[src/rtl/lif_layer_sequencer_if.sv]
// Bus bundle for the LIF layer sequencer: timestep control, currents, spikes and
// potential readout. The sequencer takes the slave side.
interface lif_layer_sequencer_if #(
   parameter int NUM_NEURONS = 4,
   parameter int W_IN        = 4,
   parameter int W_STATE     = 8
) ();
   localparam int SEL_W = $clog2(NUM_NEURONS);

   logic                        tick;
   logic                        clear;
   logic [W_STATE-1:0]          threshold;
   logic [NUM_NEURONS*W_IN-1:0] currents;
   logic                        busy;
   logic                        done;
   logic [NUM_NEURONS-1:0]      spike_out;
   logic                        tick_overrun;
   logic [SEL_W-1:0]            mem_sel;
   logic [W_STATE-1:0]          mem_out;

   modport master (
      output tick, clear, threshold, currents, mem_sel,
      input  busy, done, spike_out, tick_overrun, mem_out
   );

   modport slave (
      input  tick, clear, threshold, currents, mem_sel,
      output busy, done, spike_out, tick_overrun, mem_out
   );
endinterface

[src/rtl/lif_layer_sequencer.sv]
// One shared leaky-integrate-and-fire datapath walked across all neurons of a
// layer, one neuron per clock, with potentials held in a local register file.
module lif_layer_sequencer #(
   parameter int NUM_NEURONS = 4,
   parameter int W_IN        = 4,
   parameter int W_STATE     = 8,
   parameter int LEAK_SHIFT  = 1
) (
   input logic                  clk,
   input logic                  rst,
   lif_layer_sequencer_if.slave bus
);
   localparam int IDX_W = $clog2(NUM_NEURONS);

   localparam logic [1:0] S_IDLE   = 2'd0;
   localparam logic [1:0] S_UPDATE = 2'd1;
   localparam logic [1:0] S_DONE   = 2'd2;

   logic [1:0]                  state_q, state_d;
   logic [IDX_W-1:0]            idx_q, idx_d;
   logic [NUM_NEURONS*W_IN-1:0] cur_q, cur_d;
   logic [NUM_NEURONS-1:0]      spk_nxt_q, spk_nxt_d;
   logic [NUM_NEURONS-1:0]      spike_q, spike_d;
   logic                        busy_q, busy_d;
   logic                        done_q, done_d;
   logic                        ovr_q, ovr_d;
   logic [W_STATE-1:0]          pot_q [NUM_NEURONS];

   logic                        pot_we_s;
   logic                        pot_clr_s;
   logic [W_STATE-1:0]          pot_wdata_s;
   logic [W_IN-1:0]             cur_s;
   logic [W_STATE:0]            sum_s;
   logic [W_STATE-1:0]          sat_s;
   logic                        fire_s;
   logic                        last_s;

   // Leak, integrate and saturate the neuron selected by the walk index.
   always_comb begin
      cur_s  = cur_q[idx_q*W_IN +: W_IN];
      sum_s  = {1'b0, pot_q[idx_q] >> LEAK_SHIFT} + (W_STATE+1)'(cur_s);
      sat_s  = sum_s[W_STATE] ? {W_STATE{1'b1}} : sum_s[W_STATE-1:0];
      fire_s = (sat_s >= bus.threshold);
      last_s = (idx_q == IDX_W'(NUM_NEURONS-1));
   end

   // Sequencer next state; clear wins over tick, and control is ignored while busy.
   always_comb begin
      state_d     = state_q;
      idx_d       = idx_q;
      cur_d       = cur_q;
      spk_nxt_d   = spk_nxt_q;
      spike_d     = spike_q;
      ovr_d       = 1'b0;
      pot_we_s    = 1'b0;
      pot_clr_s   = 1'b0;
      pot_wdata_s = fire_s ? {W_STATE{1'b0}} : sat_s;
      case (state_q)
         S_IDLE: begin
            if (bus.clear) begin
               pot_clr_s = 1'b1;
               ovr_d     = bus.tick;
            end else if (bus.tick) begin
               cur_d   = bus.currents;
               idx_d   = {IDX_W{1'b0}};
               state_d = S_UPDATE;
            end else begin
               state_d = S_IDLE;
            end
         end
         S_UPDATE: begin
            pot_we_s         = 1'b1;
            ovr_d            = bus.tick;
            spk_nxt_d[idx_q] = fire_s;
            if (last_s) begin
               spike_d = spk_nxt_d;
               idx_d   = {IDX_W{1'b0}};
               state_d = S_DONE;
            end else begin
               idx_d = idx_q + 1'b1;
            end
         end
         S_DONE: begin
            ovr_d   = bus.tick;
            state_d = S_IDLE;
         end
         default: begin
            state_d = S_IDLE;
         end
      endcase
      busy_d = (state_d != S_IDLE);
      done_d = (state_d == S_DONE);
   end

   // Sequencer and output registers.
   always_ff @(posedge clk or posedge rst) begin
      if (rst) begin
         state_q   <= S_IDLE;
         idx_q     <= {IDX_W{1'b0}};
         cur_q     <= {(NUM_NEURONS*W_IN){1'b0}};
         spk_nxt_q <= {NUM_NEURONS{1'b0}};
         spike_q   <= {NUM_NEURONS{1'b0}};
         busy_q    <= 1'b0;
         done_q    <= 1'b0;
         ovr_q     <= 1'b0;
      end else begin
         state_q   <= state_d;
         idx_q     <= idx_d;
         cur_q     <= cur_d;
         spk_nxt_q <= spk_nxt_d;
         spike_q   <= spike_d;
         busy_q    <= busy_d;
         done_q    <= done_d;
         ovr_q     <= ovr_d;
      end
   end

   // Membrane potential register file.
   always_ff @(posedge clk or posedge rst) begin
      if (rst) begin
         for (int i = 0; i < NUM_NEURONS; i++) pot_q[i] <= {W_STATE{1'b0}};
      end else if (pot_clr_s) begin
         for (int i = 0; i < NUM_NEURONS; i++) pot_q[i] <= {W_STATE{1'b0}};
      end else if (pot_we_s) begin
         pot_q[idx_q] <= pot_wdata_s;
      end else begin
         pot_q[idx_q] <= pot_q[idx_q];
      end
   end

   // Readout port; selects beyond the last neuron read as zero.
   always_comb begin
      if ({1'b0, bus.mem_sel} < (IDX_W+1)'(NUM_NEURONS)) begin
         bus.mem_out = pot_q[bus.mem_sel];
      end else begin
         bus.mem_out = {W_STATE{1'b0}};
      end
   end

   assign bus.busy         = busy_q;
   assign bus.done         = done_q;
   assign bus.spike_out    = spike_q;
   assign bus.tick_overrun = ovr_q;
endmodule
[src/flat_wrapper.sv]
// flat-port wrapper written by rule: the top's interface ports become plain ports
module lif_layer_sequencer_flat 
#(
   parameter int NUM_NEURONS = 4,
   parameter int W_IN        = 4,
   parameter int W_STATE     = 8,
   parameter int LEAK_SHIFT  = 1
)
  (clk, rst, bus_tick, bus_clear, bus_threshold, bus_currents, bus_mem_sel, bus_busy, bus_done, bus_spike_out, bus_tick_overrun, bus_mem_out);
  lif_layer_sequencer_if #(.NUM_NEURONS(NUM_NEURONS), .W_IN(W_IN), .W_STATE(W_STATE)) bus_i ();
  input logic clk;
  input logic rst;
  input wire logic [$bits(bus_i.tick)-1:0] bus_tick;
  input wire logic [$bits(bus_i.clear)-1:0] bus_clear;
  input wire logic [$bits(bus_i.threshold)-1:0] bus_threshold;
  input wire logic [$bits(bus_i.currents)-1:0] bus_currents;
  input wire logic [$bits(bus_i.mem_sel)-1:0] bus_mem_sel;
  output wire logic [$bits(bus_i.busy)-1:0] bus_busy;
  output wire logic [$bits(bus_i.done)-1:0] bus_done;
  output wire logic [$bits(bus_i.spike_out)-1:0] bus_spike_out;
  output wire logic [$bits(bus_i.tick_overrun)-1:0] bus_tick_overrun;
  output wire logic [$bits(bus_i.mem_out)-1:0] bus_mem_out;
  assign bus_i.tick = bus_tick;
  assign bus_i.clear = bus_clear;
  assign bus_i.threshold = bus_threshold;
  assign bus_i.currents = bus_currents;
  assign bus_i.mem_sel = bus_mem_sel;
  assign bus_busy = bus_i.busy;
  assign bus_done = bus_i.done;
  assign bus_spike_out = bus_i.spike_out;
  assign bus_tick_overrun = bus_i.tick_overrun;
  assign bus_mem_out = bus_i.mem_out;
  lif_layer_sequencer #(.NUM_NEURONS(NUM_NEURONS), .W_IN(W_IN), .W_STATE(W_STATE), .LEAK_SHIFT(LEAK_SHIFT)) u_core (.clk(clk), .rst(rst), .bus(bus_i));
endmodule
[config.mk]
export PLATFORM = sky130hd
export DESIGN_NAME = lif_layer_sequencer_flat
export DESIGN_NICKNAME = d
export VERILOG_FILES = /design/src/rtl/lif_layer_sequencer_if.sv /design/src/rtl/lif_layer_sequencer.sv /design/src/flat_wrapper.sv
export SDC_FILE = /design/constraint.sdc
export NUM_CORES = 1
export LEC_CHECK = 0
export ABC_AREA = 1
export CAP_MARGIN = 25
export CELL_PAD_IN_SITES_DETAIL_PLACEMENT = 1
export CELL_PAD_IN_SITES_GLOBAL_PLACEMENT = 2
export CORE_MARGIN = 8
export CORE_UTILIZATION = 24
export CTS_BUF_LIST = sky130_fd_sc_hd__clkbuf_8 sky130_fd_sc_hd__clkbuf_16
export CTS_CLUSTER_SIZE = 24
export DETAILED_ROUTE_END_ITERATION = 8
export GPL_TIMING_DRIVEN = 0
export PLACE_DENSITY = 0.61
export SYNTH_ARGS = -nofsm -noshare
export SYNTH_HDL_FRONTEND = slang
export SYNTH_SLANG_ARGS = --single-unit
export TNS_END_PERCENT = 1
[constraint.sdc]
create_clock -name clk -period 4.7 [get_ports clk]
set_input_delay 0.47 -clock clk [delete_from_list [all_inputs] [get_ports clk]]
set_output_delay 0.47 -clock clk [all_outputs]
set_load 0.005 [all_outputs]
# Word level (Yosys, flattened, before mapping)
# Index checks and enable logic that the tools add are counted.
[totals] latch_bits=0 output_inout_bits=15 reg_bits=63 n_memories=0 romBits=0 wordCells=69 input_bits=30 ram_bits=0
[op_classes] div_mod_pow=0 reduce_logical=9 addsub=2 shifts=1 n_lt_le_gt_ge=6 n_mux=30 bitwise_logic=3 mul=0 n_eq_ne=6
[ops] op="$bwmux 32" count=2
[ops] op="$mux 32" count=2
[ops] op="$mux 8" count=7
[ops] op="$bmux 8 s2" count=2
[ops] op="$demux 8 s2" count=1
[ops] op="$shiftx 16x5->4" count=1
[ops] op="$mux 2" count=5
[ops] op="$add 7x4->8" count=1
[ops] op="$ge 8x8->1" count=1
[ops] op="$pmux 2 s2" count=2
[ops] op="$eq 2x2->1 const B" count=3
[ops] op="$ge 3x3->1 const B" count=2
[ops] op="$mux 1" count=6
[ops] op="$not 2->3" count=2
[ops] op="$reduce_and 3->1" count=2
[ops] op="$bwmux 4" count=1
[ops] op="$ne 2x2->1 const B" count=2
[ops] op="$reduce_bool 2->1" count=2
[ops] op="$lt 2x3->1 const B" count=1
[ops] op="$lt 3x1->1 const B" count=1
[ops] op="$add 2x1->2 const B" count=1
[ops] op="$demux 1 s2" count=1
[ops] op="$eq 2x1->1 const B" count=1
[ops] op="$ge 2x1->1 const B" count=1
[ops] op="other kinds (6)" count=7

# Depth between registers and ports, before layout
# Gate-level depths: netlist of run 1.
[depth] ltp_word=11 depth_mapped=24 mapped_depth_nobuf=22

# Worst setup path before layout of run 1
# Ideal clock, no wire load.
[synth_timing] path_kind="flip-flop to flip-flop" startpoint="register u_core.idx_q[0]" endpoint="register u_core.pot_q[11] (netlist bit)" path_stages_with_launch=22 path_slack_ps=1338 required_ps=4634 synth_period_minus_slack_ps=3362 path_buffers=3 arrival_time_ps=3296 path_cell_list="dfrtp_1 inv_2 buf_6 buf_6 buf_2 o21ai_0 o22ai_1 ha_1 or2_2 nand3_1 nand2_1 nand2_1 nand2_1 and2_1 ha_1 a21oi_1 nor2_1 nor2_1 nand3_1 o21ai_1 nand3_1 nand2_1"
[synth_via] elab_chain_cells=11 word_cells_on_any_way=18 cone_classes="1 x add/sub; 3 x order compare; 1 x shift; 11 x mux; 1 x bitwise; 1 x reduce/logical"
[synth_lines] item="from (decl)" line_no="lif_layer_sequencer.sv:20" rtl="logic [IDX_W-1:0] idx_q, idx_d;"
[synth_lines] item="from (signal assigned)" line_no="lif_layer_sequencer.sv:99" rtl="idx_q <= {IDX_W{1'b0}};"
[synth_lines] item="from (signal assigned)" line_no="lif_layer_sequencer.sv:108" rtl="idx_q <= idx_d;"
[synth_lines] item="parallel branches: the longest is 9 deep, another holds $add 7x4->8"
[synth_lines] item="$mux 32 (*)" line_no="lif_layer_sequencer.sv:124" rtl="end else if (pot_we_s) begin"
[synth_lines] item="$mux 32 (*)" line_no="lif_layer_sequencer.sv:122" rtl="end else if (pot_clr_s) begin"
[synth_lines] item="to (signal, indexed assignment)" line_no="lif_layer_sequencer.sv:125" rtl="pot_q[idx_q] <= pot_wdata_s;"
[synth_lines] item="to (signal, indexed assignment)" line_no="lif_layer_sequencer.sv:127" rtl="pot_q[idx_q] <= pot_q[idx_q];"
[synth_lines] item="to (decl)" line_no="lif_layer_sequencer.sv:27" rtl="logic [W_STATE-1:0] pot_q [NUM_NEURONS];"
# Every way passes the cells marked *. The select of a mux whose other input is x is not followed.
# A chain may end at the register's enable or synchronous reset.

# Worst setup path after layout of run 1
[layout_timing] startpoint="register u_core.idx_q[0]" endpoint="register u_core.pot_q[3] (netlist bit)"
# The elaborated chain is that of the path after synthesis.

==> results of run 1 <==
[logic make-up after synthesis]
logic type,share of synthesized area [%]
compound gates,11.5
simple gates,32.2
mux,0.789
xor+xnor,0.460
flops,40.8
fa+ha+maj,6.77
buf+inv,7.56
[registers in the layout, summed over array words and instances (netlist names)]
name	flops
u_core.bus.busy	1
u_core.bus.done	1
u_core.bus.spike_out	4
u_core.bus.tick_overrun	1
u_core.cur_q	16
u_core.idx_q	2
u_core.pot_q	32
u_core.spk_nxt_q	3
u_core.state_q	2
[layout make-up]
type                    count  area share (%)
plain buffers              15            1.75
multi-input cells         397            40.5
flip-flops and latches     62            31.8
repair buffers             44            9.03
well taps                 216            5.54
clock buffers              10            4.90
clock inverters             6            2.26
inverters                  54            4.21
[worst register-to-register path, stage by stage (launching register included)]
cell and delay (ns):
dfrtp_1 0.49, inv_2 0.14, buf_6 0.17, buf_6 0.17, buf_2 0.24, o21ai_0 0.11
o22ai_1 0.20, ha_1 0.30, or2_2 0.30, nand3_1 0.11, nand2_1 0.12, nand2_1 0.08
nand2_1 0.06, and2_1 0.15, ha_1 0.29, a21oi_1 0.13, nor2_1 0.05, nor2_1 0.13
nand3_1 0.37, o21ai_2 0.38, nand3_1 0.17, nand2_1 0.09
[layer usage]
metal	vias to the layer above	GRT usage, %	wire (um)
met5	-	0	0
met4	0	4.58	153
met3	12	2.99	352
met2	50	21.1	5840
met1	1730	18.3	6510
li1	1791	-	-
[report_power, final]
part           switching, mW  internal (mW)  total (mW)
logic                   1.21          0.643        1.86
registers              0.127          0.710       0.837
clock network          0.254          0.531       0.785
[final timing paths]
check	from	endpoint	slack (ns)	cells past startpoint
min in group asynchronous	rst	u_core.bus.spike_out[1]	0.66	2
setup reg to reg	u_core.idx_q[0]	u_core.pot_q[3]	0.40	21
hold reg to reg	u_core.cur_q[4]	u_core.cur_q[4]	0.47	2
max in group asynchronous	rst	u_core.pot_q[30]	3.51	2
hold / removal	u_core.cur_q[4]	u_core.cur_q[4]	0.47	2
setup / recovery	u_core.idx_q[0]	u_core.pot_q[3]	0.40	21
[through the flow]
| stage | instance area (um^2) | utilization, % | hold WS, ns | total power [mW] | setup WS (ns) |
|---|---|---|---|---|---|
| after global routing | 4870 | 31.0 | 0.500 | 3.83 | 0.0651 |
| after floorplan | 3800 | - | 0.437 | 2.08 | 1.34 |
| after global placement | 4520 | 28.7 | 0.457 | 2.67 | 0.327 |
| after CTS | 4870 | 31.0 | 0.473 | 3.53 | 0.305 |
| final | 4870 | 31.0 | 0.470 | 3.48 | 0.397 |
| after detailed placement | 4520 | 28.8 | 0.459 | 2.72 | 0.322 |
[synth_stat cells (all sizes together)]
master / n
xor2: 1
nor2: 64
o211ai: 3
ha: 19
clkinv: 2
nand3: 30
mux2i: 3
buf: 10
or2: 2
nor3: 1
clkbuf: 5
xnor2: 1
and2: 2
nand2: 197
dfrtp: 62
a21o: 2
o21ai: 43
nand4: 2
o22ai: 10
a32o: 3
a21oi: 12
fa: 1
inv: 52
o31ai: 1
[timing repair]
action                     CTS  global route
gates resized for setup      0             2
buffers inserted             0             0
setup endpoints to repair    0             4
==> impl_metrics.env, run 1 <==
export IMPL_diodes=0
export IMPL_worst_slew_pin_slew_ns=1.04
export IMPL_antenna_found_initial=0
export IMPL_htreeDepth=3
export IMPL_fin_setup_tns_ns=0
export IMPL_synthTopCellsByArea="dfrtp_1 41%, nand2_1 19%, ha_1 6.2%"
export IMPL_synth_seq_cells=62
export IMPL_netlist_area_leader_share_pct=40.8
export IMPL_final_nets=633
export IMPL_path_clk_slew_ns=0.06
export IMPL_worstPathRequired_ns=4.97
export IMPL_final_antenna_net_count=0
export IMPL_root_buffer="clkbuf_16"
export IMPL_maxSlewHeadroom_pct=30.4
export IMPL_yosysTopAreaCell="dfrtp_1"
export IMPL_drt_wl_total_um=12900
export IMPL_syn_to_final_growth_pct=28.1
export IMPL_synth_yosys_seq_area_share_pct=40.8
export IMPL_crit_top_cell="nand2_1"
export IMPL_finClkSkew_ns=0.00651
export IMPL_power_density_nw_per_um2=714
export IMPL_path_max_fanout=11
export IMPL_ys_types=35
export IMPL_core_area_um2=15700
export IMPL_grt_pass1_vias=3658
export IMPL_synth_warnings=0
export IMPL_clk_insertion_delay_late_ns=0.34
export IMPL_critPathKind="register to register"
export IMPL_worst_path_max_delay_cell="dfrtp_1"
export IMPL_min_period_over_period_pct=91.5
export IMPL_cp_num_buf_inv=4
export IMPL_placed_cells=788
export IMPL_setup_worst_path_end_class="register"
export IMPL_clock_fmax_mhz=232
export IMPL_cp_top_family="simple AND/OR/NAND/NOR gates"
export IMPL_cp_arrival_ns=4.57
export IMPL_dr_pass1_iters=4
export IMPL_rsz0062_at_grt="no"
export IMPL_setup_viol=0
export IMPL_status="complete, no violations"
export IMPL_syn_area_um2=3800
export IMPL_io_pin_count=45
export IMPL_syn_nets=578
export IMPL_avgSynthCellArea_um2=7.21
export IMPL_rows=46
export IMPL_place_port_buffers=44
export IMPL_grt_remaining_overflow=0
export IMPL_start_util_pct=24.2
export IMPL_post_drt_wl_per_cell_um=16.0
export IMPL_slowest_delay_ns=0.49
export IMPL_multi_input_area_um2=1970
export IMPL_grt_pass1_wl_um=20700
export IMPL_grtUsageTotal_pct=13.6
export IMPL_grt_max_degree=63
export IMPL_clock_path_buffers=2
export IMPL_viasPerCell=4.46
export IMPL_drc=0
export IMPL_place_congestion=0.796
export IMPL_numCtsBuffers=9
export IMPL_hold_class="register to register"
export IMPL_die_x_um=142
export IMPL_dieArea_um2=20100
export IMPL_dr_total_vias=3583
export IMPL_slew_viol_final=0
export IMPL_die_h_um=142
export IMPL_p_leak_nw=2.49
export IMPL_cts_tree="built"
export IMPL_period_minus_slack_ns=4.30
export IMPL_seqCellArea_um2=1550
export IMPL_drive_gt1_share_pct=8.33
export IMPL_vdd_ir_drop_worst_mv=0.202
export IMPL_final_cell_mix="193 x nand2_1, 62 x dfrtp_1, 61 x nor2_1, 47 x inv_1, 44 x clkdlybuf4s50_1"
export IMPL_worstSetupStartpointType="register"
export IMPL_synthCells=528
export IMPL_cap_violations=0
export IMPL_cts_hold_buffers_added=0
export IMPL_layout_commonest_cell="nand2_1"
export IMPL_hold_violations=0
export IMPL_fill_cells=1947
export IMPL_stdcell_count=804
export IMPL_hpwl_um=9630
export IMPL_crit_chain="inv_2 -> buf_6 -> buf_6 -> buf_2 -> o21ai_0 -> o22ai_1 -> ha_1 -> or2_2 -> nand3_1 -> nand2_1 -> nand2_1 -> nand2_1 -> and2_1 -> ha_1 -> a21oi_1 -> nor2_1 -> nor2_1 -> nand3_1 -> o21ai_2 -> nand3_1 -> nand2_1"
export IMPL_drt_iter0_drc=148
export IMPL_cts_sinks=62
Note: power is estimated with default switching activity, not from simulation.
==> run 2, diff against run 1 <==
--- a/config.mk
+++ b/config.mk
@@ -16,6 +16,7 @@
 export DETAILED_ROUTE_END_ITERATION = 8
 export GPL_TIMING_DRIVEN = 0
 export PLACE_DENSITY = 0.61
+export SLEW_MARGIN = 20
 export SYNTH_ARGS = -nofsm -noshare
 export SYNTH_HDL_FRONTEND = slang
 export SYNTH_SLANG_ARGS = --single-unit
==> run 2 against run 1 <==
Net effect:
- global-route usage decreased by 0.091 points
- total power decreased by 0.68%
- via count decreased by 0.59%
- routed wire length decreased by 0.15%
- sequential share of layout area decreased by 0.081 points
- sequential power about the same
- hold slack got worse by 0.0022 ns
- flip-flop and latch count unchanged
- utilization increased by 0.080 points
==> impl_metrics.env, run 2 (synthesis gave the netlist of run 1 again) <==
export IMPL_status="complete, no violations"
export IMPL_startpoint="u_core.idx_q[0]"
export IMPL_rsz0062_at_grt="yes"
export IMPL_fill_cells=1906
export IMPL_r2r_slack_ns=0.38
export IMPL_slew_viol_final=0
export IMPL_power_switching_mw=1.57
export IMPL_reg2regPathDepth=21
export IMPL_numCtsBuffers=9
export IMPL_cts_hold_buffers_added=0
export IMPL_diodes=0
export IMPL_hold_violations=0
export IMPL_setup_viol=0
export IMPL_clock_fmax_mhz=231
export IMPL_grt_remaining_overflow=0
export IMPL_antenna_found_initial=0
export IMPL_place_ws_ns=0.331
export IMPL_die_h_um=142
export IMPL_cp_arrival_ns=4.60
export IMPL_worst_path_max_delay_cell="dfrtp_1"
export IMPL_post_drt_wl_per_cell_um=16.0
export IMPL_drc=0
export IMPL_drt_iter0_drc=180
export IMPL_setup_worst_path_end_class="register"
export IMPL_dieArea_um2=20100
export IMPL_clkPwrFrac_pct=22.7
export IMPL_path_max_fanout=11
export IMPL_place_port_buffers=44
export IMPL_clk_insertion_delay_late_ns=0.34
export IMPL_worstSetupStartpointType="register"
export IMPL_crit_chain="inv_2 -> buf_6 -> buf_6 -> buf_2 -> o21ai_0 -> o22ai_1 -> ha_1 -> or2_2 -> nand3_1 -> nand2_1 -> nand2_1 -> nand2_1 -> and2_1 -> ha_1 -> a21oi_1 -> nor2_1 -> nor2_1 -> nand3_1 -> o21ai_1 -> nand3_1 -> nand2_1"
export IMPL_cap_violations=0
export IMPL_path_clk_slew_ns=0.05
export IMPL_dr_total_vias=3562
export IMPL_finalPower_mw=3.46
export IMPL_ctsResizeCount=0
export IMPL_cts_tree="built"
export IMPL_seqCellArea_um2=1550
export IMPL_final_core_util_pct=31.1
export IMPL_rows=46
export IMPL_multi_input_area_um2=1970
export IMPL_clock_path_buffers=2
export IMPL_drt_wl_total_um=12800
export IMPL_die_x_um=142
export IMPL_r2r_start="u_core.idx_q[0]"
export IMPL_switching_share_pct=45.6
export IMPL_place_congestion=0.796
export IMPL_crit_top_cell="nand2_1"
export IMPL_worstPathRequired_ns=4.98
export IMPL_cts_sinks=62
export IMPL_power_density_nw_per_um2=707
export IMPL_setup_slack_ns=0.376
export IMPL_final_cell_mix="193 x nand2_1, 62 x dfrtp_1, 61 x nor2_1, 47 x inv_1, 44 x clkdlybuf4s50_1"
export IMPL_hpwl_um=9750
export IMPL_p_seq_share_pct=24.2
export IMPL_layout_commonest_cell="nand2_1"
export IMPL_grtUsageTotal_pct=13.5
export IMPL_root_buffer="clkbuf_16"
export IMPL_hold_class="primary input to asynchronous set/reset pin"
export IMPL_grt_max_degree=38
export IMPL_crit_reg2reg_capture="u_core.pot_q[8]"
export IMPL_finClkSkew_ns=0.00667
export IMPL_core_area_um2=15700
export IMPL_stdcell_area_um2=4890
export IMPL_grt_pass1_wl_um=20500
export IMPL_viasPerCell=4.42
export IMPL_p_leak_nw=2.50
export IMPL_combPwrFrac_pct=53.0
export IMPL_io_pin_count=45
export IMPL_vdd_ir_drop_worst_mv=0.209
export IMPL_top_register="u_core.pot_q"
export IMPL_grt_pass1_vias=3679
export IMPL_period_minus_slack_ns=4.32
export IMPL_finalHoldWorstSlack_ns=0.468
export IMPL_htreeDepth=3
export IMPL_critPathKind="register to register"
export IMPL_post_cts_buffers=0
export IMPL_maxSlewHeadroom_pct=35.4
export IMPL_final_nets=634
export IMPL_intPower_mw=1.88
export IMPL_slowest_delay_ns=0.48
export IMPL_final_antenna_net_count=0
export IMPL_worst_slew_pin_slew_ns=0.965
export IMPL_largest_register_ffs=32
export IMPL_syn_to_final_growth_pct=28.4
export IMPL_start_util_pct=24.2
export IMPL_dr_pass1_iters=4
export IMPL_drive_gt1_share_pct=8.15
export IMPL_min_period_over_period_pct=92.0
export IMPL_placed_cell_area_um2=4540
export IMPL_crit_end="u_core.pot_q[8]"
## run 2: changes by cell type in the layout (fill, tap and decap cells not counted), sizes merged
cell,previous run,this run
buf,10,11
## run 2: through the flow
stage,std cells,TNS [ns]
after floorplan,528,0
after global placement,788,0
after detailed placement,789,0
after CTS,805,0
after global routing,805,-0.0792
final,805,0
## run 2: how the worst min path moves through the flow
| stage | endpoint | slack, ns | depth (start not counted) | from |
|---|---|---|---|---|
| finish | u_core.spk_nxt_q[1] | 0.47 | 2 | rst |
| global route | u_core.pot_q[0] | 0.49 | 2 | rst |
| CTS | u_core.cur_q[4] | 0.47 | 2 | u_core.cur_q[4] |
| detailed placement | u_core.cur_q[4] | 0.46 | 2 | u_core.cur_q[4] |
| global placement | u_core.cur_q[7] | 0.46 | 2 | u_core.cur_q[7] |
| floorplan | u_core.cur_q[10] | 0.44 | 2 | u_core.cur_q[10] |
## run 2: cell type report
| type | instances | area share [%] |
|---|---|---|
| multi-input combinational | 397 | 40.2 |
| clock inverter | 6 | 2.25 |
| tap | 216 | 5.53 |
| timing repair buffer | 45 | 9.42 |
| clock buffer | 10 | 4.89 |
| sequential | 62 | 31.7 |
| inverter | 54 | 4.20 |
| buffer | 15 | 1.74 |
## run 2: power by group through the flow
| stage | combinational (mW) | sequential [mW] | clock (mW) |
|---|---|---|---|
| 6_report | 1.83 | 0.838 | 0.785 |
| 5_1_grt | 2.11 | 0.862 | 0.828 |
| 4_1_cts | 1.88 | 0.841 | 0.806 |
| 3_5_place_dp | 1.87 | 0.848 | 0 |
| 3_3_place_gp | 1.82 | 0.846 | 0 |
| 2_1_floorplan | 1.28 | 0.803 | 0 |
## run 2: worst max-delay path, delay by kind of cell (launching register included)
| family | cells | cell delay (ns) |
|---|---|---|
| fa+ha+maj | 2 | 0.59 |
| simple gates | 11 | 1.57 |
| buf+inv | 4 | 0.70 |
| compound gates | 4 | 0.91 |
| flops | 1 | 0.48 |
## run 2: routing by layer
layer / vias to the layer above / track usage (%) / share of wire [%]
met5: - / 0 / 0
met4: 0 / 5.09 / 1.7
met3: 17 / 2.76 / 3.5
met2: 52 / 21.0 / 45
met1: 1705 / 18.0 / 50
li1: 1788 / - / -
==> run 3, diff against run 2 <==
--- a/config.mk
+++ b/config.mk
@@ -12,10 +12,12 @@
 export CORE_MARGIN = 8
 export CORE_UTILIZATION = 24
 export CTS_BUF_LIST = sky130_fd_sc_hd__clkbuf_8 sky130_fd_sc_hd__clkbuf_16
+export CTS_CLUSTER_DIAMETER = 120
 export CTS_CLUSTER_SIZE = 24
 export DETAILED_ROUTE_END_ITERATION = 8
 export GPL_TIMING_DRIVEN = 0
 export PLACE_DENSITY = 0.61
+export SKIP_LAST_GASP = 1
 export SLEW_MARGIN = 20
 export SYNTH_ARGS = -nofsm -noshare
 export SYNTH_HDL_FRONTEND = slang
==> results of run 3 <==
The final DEF is identical to that of run 2; final timing and power are the same.
